**src/rtl/axis32_tx_arb_pkg.sv**
```systemverilog
// Shared types for the two-port AXI-Stream TX arbiter.
// Grant-state encodings, beat bundle and tvldb sizing.
package axis32_tx_arb_pkg;

    // tvldb value meaning "all four bytes valid"
    localparam logic [1:0] P_TVLDB_FULL = 2'd3;

    typedef logic [$clog2(int'(P_TVLDB_FULL) + 1)-1:0] vldb_t;

    typedef enum logic [2:0] {
        P_IDLE = 3'b001,
        P_GNT0 = 3'b010,
        P_GNT1 = 3'b100
    } arb_state_e;

    typedef struct packed {
        logic [31:0] tdata;
        vldb_t       tvldb;
        logic        tvalid;
        logic        tlast;
        logic        tuser;
    } axis_beat_t;

    localparam axis_beat_t BEAT_IDLE = '0;

endpackage

```
**src/rtl/axis32_rr_pick.sv**
```systemverilog
// Next-grant picker for the idle state of the TX arbiter.
// Round-robin on ties, or fixed port-0 priority when strict.
module axis32_rr_pick #(
    parameter bit P_STRICT_PRIO = 1'b0
) (
    input  logic [1:0] req,
    input  logic       last_grant,
    output logic [1:0] pick
);

    // A tie goes to port 0 when strict or when port 1 was served last.
    always_comb begin
        pick = req;
        if (req == 2'b11) begin
            if (P_STRICT_PRIO || last_grant) begin
                pick = 2'b01;
            end else begin
                pick = 2'b10;
            end
        end
    end

endmodule

```
**src/rtl/axis32_tx_arb.sv**
```systemverilog
// Two-port frame-atomic AXI-Stream arbiter feeding the MAC TX path.
// Zero-latency mux; a grant is held until the frame's last beat.
module axis32_tx_arb
    import axis32_tx_arb_pkg::*;
#(
    parameter bit P_STRICT_PRIO = 1'b0
) (
    input  logic        clk_i,
    input  logic        rst_i,
    input  logic [1:0]  cfg_en_i,
    input  logic [31:0] s0_tdata_i,
    input  logic [1:0]  s0_tvldb_i,
    input  logic        s0_tvalid_i,
    input  logic        s0_tlast_i,
    input  logic        s0_tuser_i,
    output logic        s0_tready_o,
    input  logic [31:0] s1_tdata_i,
    input  logic [1:0]  s1_tvldb_i,
    input  logic        s1_tvalid_i,
    input  logic        s1_tlast_i,
    input  logic        s1_tuser_i,
    output logic        s1_tready_o,
    output logic [31:0] m_tdata_o,
    output logic [1:0]  m_tvldb_o,
    output logic        m_tvalid_o,
    output logic        m_tlast_o,
    output logic        m_tuser_o,
    input  logic        m_tready_i,
    output logic [31:0] frames0_o,
    output logic [31:0] frames1_o,
    output logic [1:0]  grant_o
);

    arb_state_e state;
    arb_state_e state_nxt;
    logic       last_grant;
    logic [1:0] req;
    logic [1:0] pick;
    logic       done0;
    logic       done1;
    axis_beat_t s0_beat;
    axis_beat_t s1_beat;
    axis_beat_t m_beat;

    assign s0_beat = {s0_tdata_i, s0_tvldb_i, s0_tvalid_i,
                      s0_tlast_i, s0_tuser_i};
    assign s1_beat = {s1_tdata_i, s1_tvldb_i, s1_tvalid_i,
                      s1_tlast_i, s1_tuser_i};

    // Live cfg_en_i gates requests; it never interrupts a frame.
    assign req = {s1_tvalid_i & cfg_en_i[1],
                  s0_tvalid_i & cfg_en_i[0]};

    assign {m_tdata_o, m_tvldb_o, m_tvalid_o,
            m_tlast_o, m_tuser_o} = m_beat;

    assign grant_o = {state == P_GNT1, state == P_GNT0};

    axis32_rr_pick #(
        .P_STRICT_PRIO(P_STRICT_PRIO)
    ) u_pick (
        .req       (req),
        .last_grant(last_grant),
        .pick      (pick)
    );

    // Next state, output mux and last-beat detection.
    always_comb begin
        state_nxt   = state;
        m_beat      = BEAT_IDLE;
        s0_tready_o = 1'b0;
        s1_tready_o = 1'b0;
        done0       = 1'b0;
        done1       = 1'b0;
        unique case (state)
            P_IDLE: begin
                if (pick[0]) begin
                    state_nxt = P_GNT0;
                end else if (pick[1]) begin
                    state_nxt = P_GNT1;
                end
            end
            P_GNT0: begin
                m_beat      = s0_beat;
                s0_tready_o = m_tready_i;
                if (s0_tvalid_i && m_tready_i && s0_tlast_i) begin
                    done0     = 1'b1;
                    state_nxt = req[1] ? P_GNT1 : P_IDLE;
                end
            end
            P_GNT1: begin
                m_beat      = s1_beat;
                s1_tready_o = m_tready_i;
                if (s1_tvalid_i && m_tready_i && s1_tlast_i) begin
                    done1     = 1'b1;
                    state_nxt = req[0] ? P_GNT0 : P_IDLE;
                end
            end
            default: begin
                state_nxt = P_IDLE;
            end
        endcase
    end

    // State, round-robin pointer and per-port frame counters.
    always_ff @(posedge clk_i) begin
        if (rst_i) begin
            state      <= P_IDLE;
            last_grant <= 1'b1;
            frames0_o  <= '0;
            frames1_o  <= '0;
        end else begin
            state <= state_nxt;
            if (done0) begin
                frames0_o  <= frames0_o + 32'd1;
                last_grant <= 1'b0;
            end
            if (done1) begin
                frames1_o  <= frames1_o + 32'd1;
                last_grant <= 1'b1;
            end
        end
    end

endmodule

```
**config.mk**
```make
export PLATFORM = sky130hd
export DESIGN_NAME = axis32_tx_arb
export DESIGN_NICKNAME = d
export VERILOG_FILES = /design/src/rtl/axis32_tx_arb_pkg.sv /design/src/rtl/axis32_rr_pick.sv /design/src/rtl/axis32_tx_arb.sv
export SDC_FILE = /design/constraint.sdc
export NUM_CORES = 1
export LEC_CHECK = 0
export ABC_CLOCK_PERIOD_IN_PS = 3000
export CORE_MARGIN = 2
export CORE_UTILIZATION = 25
export CTS_CLUSTER_DIAMETER = 30
export DETAILED_ROUTE_END_ITERATION = 12
export GPL_ROUTABILITY_DRIVEN = 0
export GPL_TIMING_DRIVEN = 0
export PLACE_DENSITY = 0.61
export SLEW_MARGIN = 20
export SYNTH_ARGS = -nofsm -noshare
export SYNTH_HDL_FRONTEND = slang
export SYNTH_SLANG_ARGS = --single-unit
```
**constraint.sdc**
```tcl
create_clock -name clk_i -period 3 [get_ports clk_i]
set_input_delay 0.9 -clock clk_i [delete_from_list [all_inputs] [get_ports clk_i]]
set_output_delay 0.9 -clock clk_i [all_outputs]
set_load 0.005 [all_outputs]
```
# After elaboration in Yosys (flattened, before gate mapping)
# Index checks and enable logic that the tools add are counted.
dict set report classes {
  add_sub_neg 2
  n_eq_ne 7
  n_mux 16
  n_bitwise 2
  reduce_logical 6
}
# operator count
set ops {}
lappend ops {{$pmux W37 S2} 1}
lappend ops {{$add A32 B1 Y32 const B} 2}
lappend ops {{$mux W3} 5}
lappend ops {{$pmux W3 S3} 1}
lappend ops {{$mux W1} 6}
lappend ops {{$mux W2} 3}
lappend ops {{$logic_and A1 B1 Y1} 4}
lappend ops {{$ne A2 B1 Y1 const B} 2}
lappend ops {{$eq A3 B1 Y1 const B} 1}
lappend ops {{$eq A3 B2 Y1 const B} 1}
lappend ops {{$eq A3 B3 Y1 const B} 1}
lappend ops {{$ne A3 B3 Y1 const B} 1}
lappend ops {{$reduce_and A3 Y1} 1}
lappend ops {{$and A1 B1 Y1} 2}
lappend ops {{$eq A2 B2 Y1 const B} 1}
lappend ops {{$reduce_or A2 Y1} 1}
dict set report totals {
  register_bits 68
  in_bits 79
  out_inout_bits 105
  elab_cells 37
}

# Logic depth before layout (Yosys ltp)
# Gate-level depths: netlist of run 1.
dict set report logic_depth {
  ltp_word 6
  ltp_mapped 7
  ltp_nobuf 5
}

# Hierarchy
# From an unflattened synthesis of run 1, not the netlist that was laid out.
dict set report unflattened {
  cells_unflattened 455
  hier_area_um2 3749.8
}
# mod n_inst cells_per_inst area_per_inst_um2 seq_area_each_um2
set modules_own_cells {}
lappend modules_own_cells {axis32_tx_arb 1 452 3731.1 1361.3}
lappend modules_own_cells {axis32_rr_pick 1 3 18.8 0.0}

# Worst setup path before layout of run 1
# Ideal clock, no wire load.
dict set report synth_path {
  path_type {input to register}
  startpoint {in m_tready_i}
  endpoint {reg frames0_o[31]}
  setup_time_ns 0.121
  arrival_ns 2.259
  required_ns 2.879
  slack_ns 0.621
  stages 6
  path_cell_list {and3_1 -> clkbuf_1 -> nand4_1 -> clkbuf_1 -> nor4_1 -> mux2_2}
}
dict set report synth_via {
  elab_chain_cells 4
}
# element line
set synth_rtl {}
lappend synth_rtl {{start: declaration} axis32_tx_arb.sv:28} ;# input logic m_tready_i,
lappend synth_rtl {{$logic_and A1 B1 Y1 (2 in a row)} axis32_tx_arb.sv:86} ;# if (s0_tvalid_i && m_tready_i && s0_tlast_i) begin
lappend synth_rtl {{$mux W1} axis32_tx_arb.sv:86}
lappend synth_rtl {{$mux W1} axis32_tx_arb.sv:75} ;# unique case (state)
lappend synth_rtl {{end signal: assignment} axis32_tx_arb.sv:115} ;# frames0_o <= frames0_o + 32'd1;
lappend synth_rtl {{end: declaration} axis32_tx_arb.sv:29} ;# output logic [31:0] frames0_o,
# Every way passes these cells.
# A chain may end at the register's enable or synchronous reset.

# Final worst setup path of run 1
dict set report layout_path {
  startpoint {reg state[0]}
  endpoint {out m_tdata_o[29]}
}
dict set report layout_via {
  elab_chain_cells 2
  elab_cells_between_ends 3
}
# element line
set layout_rtl {}
lappend layout_rtl {{start: declaration} axis32_tx_arb.sv:34} ;# arb_state_e state;
lappend layout_rtl {{start signal: assignment} axis32_tx_arb.sv:113} ;# state <= state_nxt;
lappend layout_rtl {{$eq A3 B3 Y1 / $eq A3 B2 Y1 (equally long branches)} axis32_tx_arb.sv:75}
lappend layout_rtl {{$pmux W37 S2 *} axis32_tx_arb.sv:75}
lappend layout_rtl {{end: declaration} axis32_tx_arb.sv:23} ;# output logic [31:0] m_tdata_o,
# Mark *: on every way between the ends. The rest lies on a longest branch, timed or not.

==> reports/qor.txt, run 1 <==
CTS tree = yes
Pwr Total = 0.00208 W
Average wire per standard cell = 17.1 µm
CP max-delay cell = clkdlybuf4s50_1
Root buf cell = clkbuf_16
Routed WL = 14700 µm
Core Area = 15100 µm²
Max-slew headroom = 60.3%
CP Max Fanout = 7
Cts hold-fix bufs = 0
Clock latency on the worst-skew pair = 330 ps
HPWL Detailed = 11100 µm
Clock tree sinks = 68
Final setup viols = 0
Ant. Diodes = 0
Power Density = 328 nW/µm²
Dpl cells = 835
Fillers = 1536
EDFF count, synth = 0
Die Span X = 128 µm
Top-area cell type share of the netlist area = 35.6%
Crit Path Class = reg2out
Vias in the first global route = 4454
Worst stage delay on the critical path = 500 ps
Worst Max-Slew Pin Slew = 596 ps
Synth area leader = dfxtp_1
Yosys cell types = 36
Ys flop type = dfxtp_1
Initial DRT Pass Iterations = 5
Clock transition at the registers of the reported paths = 50 ps
Vias per cell = 5.24
Max-Cap Viols = 0
Net count after synthesis = 546
LEAKAGE = 2.54 nW
Post-route insts no fill = 860
Largest net degree at the start of global routing = 11
Top post-synthesis cells by area = dfxtp_1 36%, a22o_1 8.7%, a21oi_1 5.8%
Fraction of layout cells with a size suffix above 1 = 7.89%
Starting density of the core = 25.4%
TritonCTS buffer count = 9
First-pass GRT wire length = 23200 µm
Total grt overflow = 0
H-tree levels = 3
Die footprint = 16300 µm²
Worst vdd rail ir drop = 0.239 mV
GRT Util Overall = 17.9%
I/O Buffers = 182
DR vias = 4508
Post-synthesis cell count = 465
Hold Fails Final Rpt = 0
Mapped cell area = 3830 µm²
Synth async-reset ratio = 0%
Sequential share of the synthesized area = 35.6%
Synth Warn # = 0
FMAX = 0.338 GHz
Chip height = 128 µm
CP Cell Sequence = or3b_4, buf_6, inv_8, buf_8, a22o_1, clkdlybuf4s50_1
DRT antenna net count = 0
NumNets Final = 748
Status = finished, final reports clean
CP Launch Type = flop
Critical Path RT = 2100 ps
Mean post-synth cell area = 8.23 µm²
Row cnt = 45
Slew Limit Fails = 0
Worst-case clock skew = 6.42 ps
Final worst path period need = 2960 ps
Syn-to-layout area delta = 65.6%
Boundary Pins = 184
Min-Delay Path Class = reg2reg
Flop and latch count out of synthesis = 68
Crit path arrival time = 2060 ps
Initial antenna violation count = 0
Kind of end point of the critical path = output pin
Initial detailed-routing violation count = 422
Worst hold slack = 499 ps
Final Cycle Share = 98.7%
Clock buffer depth = 2
Drt drc = 0
cell type report:
| class | count | area, µm² | area share [%] |
|---|---|---|---|
| inverters | 9 | 41.3 | 0.652 |
| well taps | 188 | 235 | 3.71 |
| clock buffers | 14 | 254 | 4.01 |
| plain buffers | 36 | 211 | 3.34 |
| flip-flops and latches | 68 | 1370 | 21.6 |
| multi-input cells | 351 | 2290 | 36.1 |
| repair buffers | 192 | 1930 | 30.4 |
| clock inverters | 2 | 10.0 | 0.158 |
synthesized netlist by cell type, types with 10 or more instances:
library cell  number
dfxtp_1           68
a21oi_1           44
a22o_1            38
clkbuf_1          33
or4_1             29
o31ai_1           28
nor2_1            27
nand2_1           26
nand3_1           24
nand4_1           18
nor4_1            16
nor2b_1           15
mux2_2            14
o21ai_0           14
or3_1             11
and4_1            10
report_power, final:
group / internal, W / switching (W)
Clock: 0.000580 / 0.000384
Sequential: 0.000907 / 0.00000463
Combinational: 0.000128 / 0.0000768
Total: 0.00162 / 0.000466
layer usage:
metal | vias up | part of all wire, % | track usage [%]
li1 | 2207 | - | -
met4 | 0 | 1.8 | 5.17
met5 | - | 0 | 0
met2 | 160 | 51 | 32.1
met1 | 2126 | 40 | 20.6
met3 | 15 | 6.9 | 5.22
state kept, by name (all words and copies together), names as in the netlist:
register / count
frames0_o: 32
frames1_o: 32
state: 3
last_grant: 1
worst max-delay path: cells and delay by family, from the launching register on:
family          cells  cell delay [ps]
buf+inv             4              850
flops               1              360
compound gates      1              130
simple gates        1              390
stage by stage:
| step | area [µm²] | utilization [%] | setup TNS [ps] | setup slack, ps |
|---|---|---|---|---|
| 3_5_place_dp | 5880 | 39.0 | -15350 | -540 |
| 6_report | 6340 | 42.0 | 0 | 39.6 |
| 5_1_grt | 6340 | 42.0 | -6.66 | -4.63 |
| 3_3_place_gp | 5880 | 39.0 | -12760 | -461 |
| 4_1_cts | 6200 | 41.1 | 0 | 1.08 |
| 2_1_floorplan | 3830 | - | 0 | 621 |
cells in the final DEF, fill, tap and decap left out, drive strengths merged, types with 3 or more instances in the layout:
master / netlist / layout
o31ai: 28 / 28
nor3b: 3 / 3
mux2: 14 / 14
nor4: 16 / 16
xor2: 4 / 4
clkdlybuf4s50: 0 / 141
and3: 8 / 8
dlygate4sd2: 0 / 19
nor2: 27 / 27
dlymetal6s2s: 0 / 22
buf: 4 / 18
inv: 8 / 9
nand3: 24 / 24
dfxtp: 68 / 68
nand2: 26 / 26
and4: 10 / 10
o21ai: 14 / 14
or3: 12 / 12
nor2b: 15 / 15
and2: 4 / 4
a22o: 38 / 38
xnor2: 6 / 6
nand4: 18 / 18
clkbuf: 33 / 42
a21oi: 44 / 44
or4: 29 / 29
path summary, 6_finish.rpt:
kind	end	startpoint	slack [ps]	depth (start not counted)
worst max-delay path	m_tdata_o[29]	state[0]	40	6
worst min-delay path	frames0_o[1]	frames0_o[1]	500	2
worst max register to register	frames1_o[30]	state[0]	530	7
worst min register to register	frames0_o[1]	frames0_o[1]	500	2
what timing repair did:
item                       in CTS  in global routing
pin swaps                       4                  0
setup endpoints to repair      53                 26
setup buffers                   1                  9
resized for setup              47                 30
kinds of logic (layout without fill, tap and decap cells):
logic type	after synthesis	count (layout)	synth area share (%)
AOI/OAI and AO/OA	127	127	22.5
xor gates and xnor gates	10	10	2.29
adders and majority gates	2	2	0.654
buffers and inverters	46	253	4.74
DFF	68	68	35.6
muxes	14	14	4.12
and+or+nand+nor	198	198	30.2
Power figures use the tool's default switching activity.
==> run 2: changes to the inputs <==
Settings changed: CORE_MARGIN 2 to unset, CTS_BUF_LIST set to sky130_fd_sc_hd__clkbuf_2 sky130_fd_sc_hd__clkbuf_4 sky130_fd_sc_hd__clkbuf_8, RECOVER_POWER set to 100.
==> run 2 against run 1 <==
Effect of this change: cell area shrank 2.0%; die area shrank 3.1%; clock skew about the same; highest routed layer unchanged; critical path depth unchanged; clock power down 15%; hold slack got worse by 18 ps; sequential cell count is the same.
==> reports/qor.txt, run 2 (synthesis gave the netlist of run 1 again) <==
Commonest cells after routing, fill and taps aside = 74 x clkdlybuf4s50_1, 66 x dlygate4sd3_1, 65 x dfxtp_1, 44 x a21oi_1, 38 x a22o_1
Final worst path period need = 2960 ps (-2.87 ps)
NumNets Final = 745 (-0.40%)
Clock buffer depth = 2 (unchanged)
Hold Fails Final Rpt = 0 (unchanged)
Slew Limit Fails = 0 (unchanged)
LEAKAGE = 2.49 nW (-2.0%)
Clock latency on the worst-skew pair = 340 ps (about the same)
Initial detailed-routing violation count = 357 (-15%)
Vias per cell = 5.40 (+3.0%)
Drt drc = 0 (unchanged)
Leading cell type in the layout, fill and taps excluded = clkdlybuf4s50_1
Met2 layer usage reported by global route = 32.7% (+0.63 points)
Largest regs = frames0_o x32, frames1_o x32, state x3
Pwr Total = 0.00193 W (-7.4%)
Met3 Track Usage GR = 4.59% (-0.63 points)
Worst R2R End = frames1_o[28]
CTS tree = yes
RSZ-0062 raised after global routing = true
Starting density of the core = 25.9% (+0.58 points)
Max-slew headroom = 62.2% (+1.9 points)
Crit path arrival time = 2060 ps (about the same)
Average wire per standard cell = 17.3 µm (+1.3%)
Root buf cell = clkbuf_8
Worst Max-Slew Pin Slew = 567 ps (-28.7 ps)
Worst-case clock skew = 6.23 ps (-0.191 ps)
Final Cycle Share = 98.6% (about the same)
FMAX = 0.338 GHz (about the same)
Boundary Pins = 184 (unchanged)
GRT Util Overall = 18.1% (+0.19 points)
Initial DRT Pass Iterations = 5 (unchanged)
CP bufs+invs = 4 (unchanged)
H-tree levels = 3 (unchanged)
Die Span X = 126 µm (-1.6%)
Worst stage delay on the critical path = 500 ps (about the same)
Syn-to-layout area delta = 62.3%
Most Used Layer, Global Route = met2
Die footprint = 15800 µm² (-3.1%)
Fillers = 1500 (-2.3%)
First-pass GRT wire length = 22800 µm (-1.8%)
Reg2Reg Depth = 7 (unchanged)
Routed WL = 14800 µm (+0.58%)
Core Area = 14800 µm² (-2.2%)
CP max-delay cell = clkdlybuf4s50_1
Max-Cap Viols = 0 (unchanged)
Worst vdd rail ir drop = 0.155 mV (-35%)
Hold_sp = last_grant
Reg2Reg Setup Slack = 580 ps (+50 ps)
Largest net degree at the start of global routing = 11 (unchanged)
Initial antenna violation count = 1 (+1)
Row cnt = 44 (-2.2%)
CP Launch Type = flop
R2R Path Start = state[0]
Cts hold-fix bufs = 0 (unchanged)
Power Density = 310 nW/µm² (-5.5%)
Worst Hold Depth = 1 (-1)
CP Max Fanout = 9 (+2)
DR vias = 4613 (+2.3%)
I/O Buffers = 182 (unchanged)
Kind of end point of the critical path = output pin
TritonCTS buffer count = 9 (unchanged)
CP top delay family = buffers and inverters
Critical Path RT = 2100 ps (about the same)
Clock tree sinks = 68 (unchanged)
Hold EP = last_grant
HPWL Detailed = 11200 µm (+0.29%)
Met1 Resource Use GR = 20.6% (-0.027 points)
Chip height = 126 µm (-1.6%)
Crit Path Class = reg2out
Final setup viols = 0 (unchanged)
Min-Delay Path Class = reg2reg
Clock transition at the registers of the reported paths = 70 ps (+20 ps)
Status = finished, final reports clean
Fraction of layout cells with a size suffix above 1 = 8.22% (+0.33 points)
Worst hold slack = 481 ps (-17.8 ps)
Vias in the first global route = 4392 (-1.4%)
CP Cell Sequence = or3b_1, buf_6, clkinv_4, buf_8, a22o_1, clkdlybuf4s50_1
Total grt overflow = 0 (unchanged)
DRT antenna net count = 0 (unchanged)
run 2: how the worst max path moves through the flow:
| stage | startpoint | end | slack, ps | depth (start not counted) |
|---|---|---|---|---|
| final | state[0] | m_tdata_o[12] | 40 | 6 |
| after floorplan | m_tready_i | frames0_o[31] | 620 | 6 |
| after global placement | m_tready_i | frames0_o[31] | -480 | 7 |
| after global routing | state[0] | m_tdata_o[12] | -40 | 6 |
| after CTS | state[0] | m_tdata_o[16] | -70 | 6 |
| after detailed placement | m_tready_i | frames0_o[30] | -530 | 7 |
run 2: repair_timing:
| item | CTS | global route |
|---|---|---|
| gates resized for setup | 56 | 21 |
| endpoints found under the hold margin | 0 | 0 |
| gates cloned | 0 | 0 |
| pin swaps | 1 | 2 |
| setup endpoints to repair | 53 | 25 |
| setup buffers | 4 | 3 |
run 2: power by group:
group	leakage [nW]	internal (W)	switching [W]	total, W
combinational	1.82	0.000125	0.0000755	0.000201
sequential	0.549	0.000905	0.00000419	0.000909
clock	0.112	0.000468	0.000349	0.000817
run 2: stage by stage:
stage	setup WS, ps	TNS (ps)	util, %	cells	instance area [µm²]
floorplan	621	0	-	465	3830
global placement	-477	-13630	39.8	831	5880
detailed placement	-527	-15990	39.8	831	5880
CTS	-66.8	-256	41.7	851	6150
global route	-37.0	-76.4	42.1	854	6210
finish	42.5	0	42.1	854	6210
run 2: area by class of cell:
cell class / count / area, µm² / share of cell area (%)
multi-input combinational: 351 / 2300 / 37.0
buffer: 36 / 210 / 3.38
tap: 184 / 230 / 3.71
clock inverter: 1 / 30.0 / 0.483
timing repair buffer: 189 / 1850 / 29.8
clock buffer: 15 / 181 / 2.92
sequential: 68 / 1370 / 22.1
antenna: 1 / 2.50 / 0.0403
inverter: 9 / 38.8 / 0.624
run 2: metal layers:
| metal | share of wire [%] | vias to the layer above |
|---|---|---|
| li1 | - | 2202 |
| met4 | 0.98 | 0 |
| met2 | 52 | 171 |
| met5 | 0 | - |
| met1 | 41 | 2230 |
| met3 | 6.4 | 10 |
==> run 3: changes to the inputs <==
Settings changed: SLEW_MARGIN 20 to unset.
==> results of run 3 <==
Same layout as run 2: the final DEF is identical, and so are final timing and power.
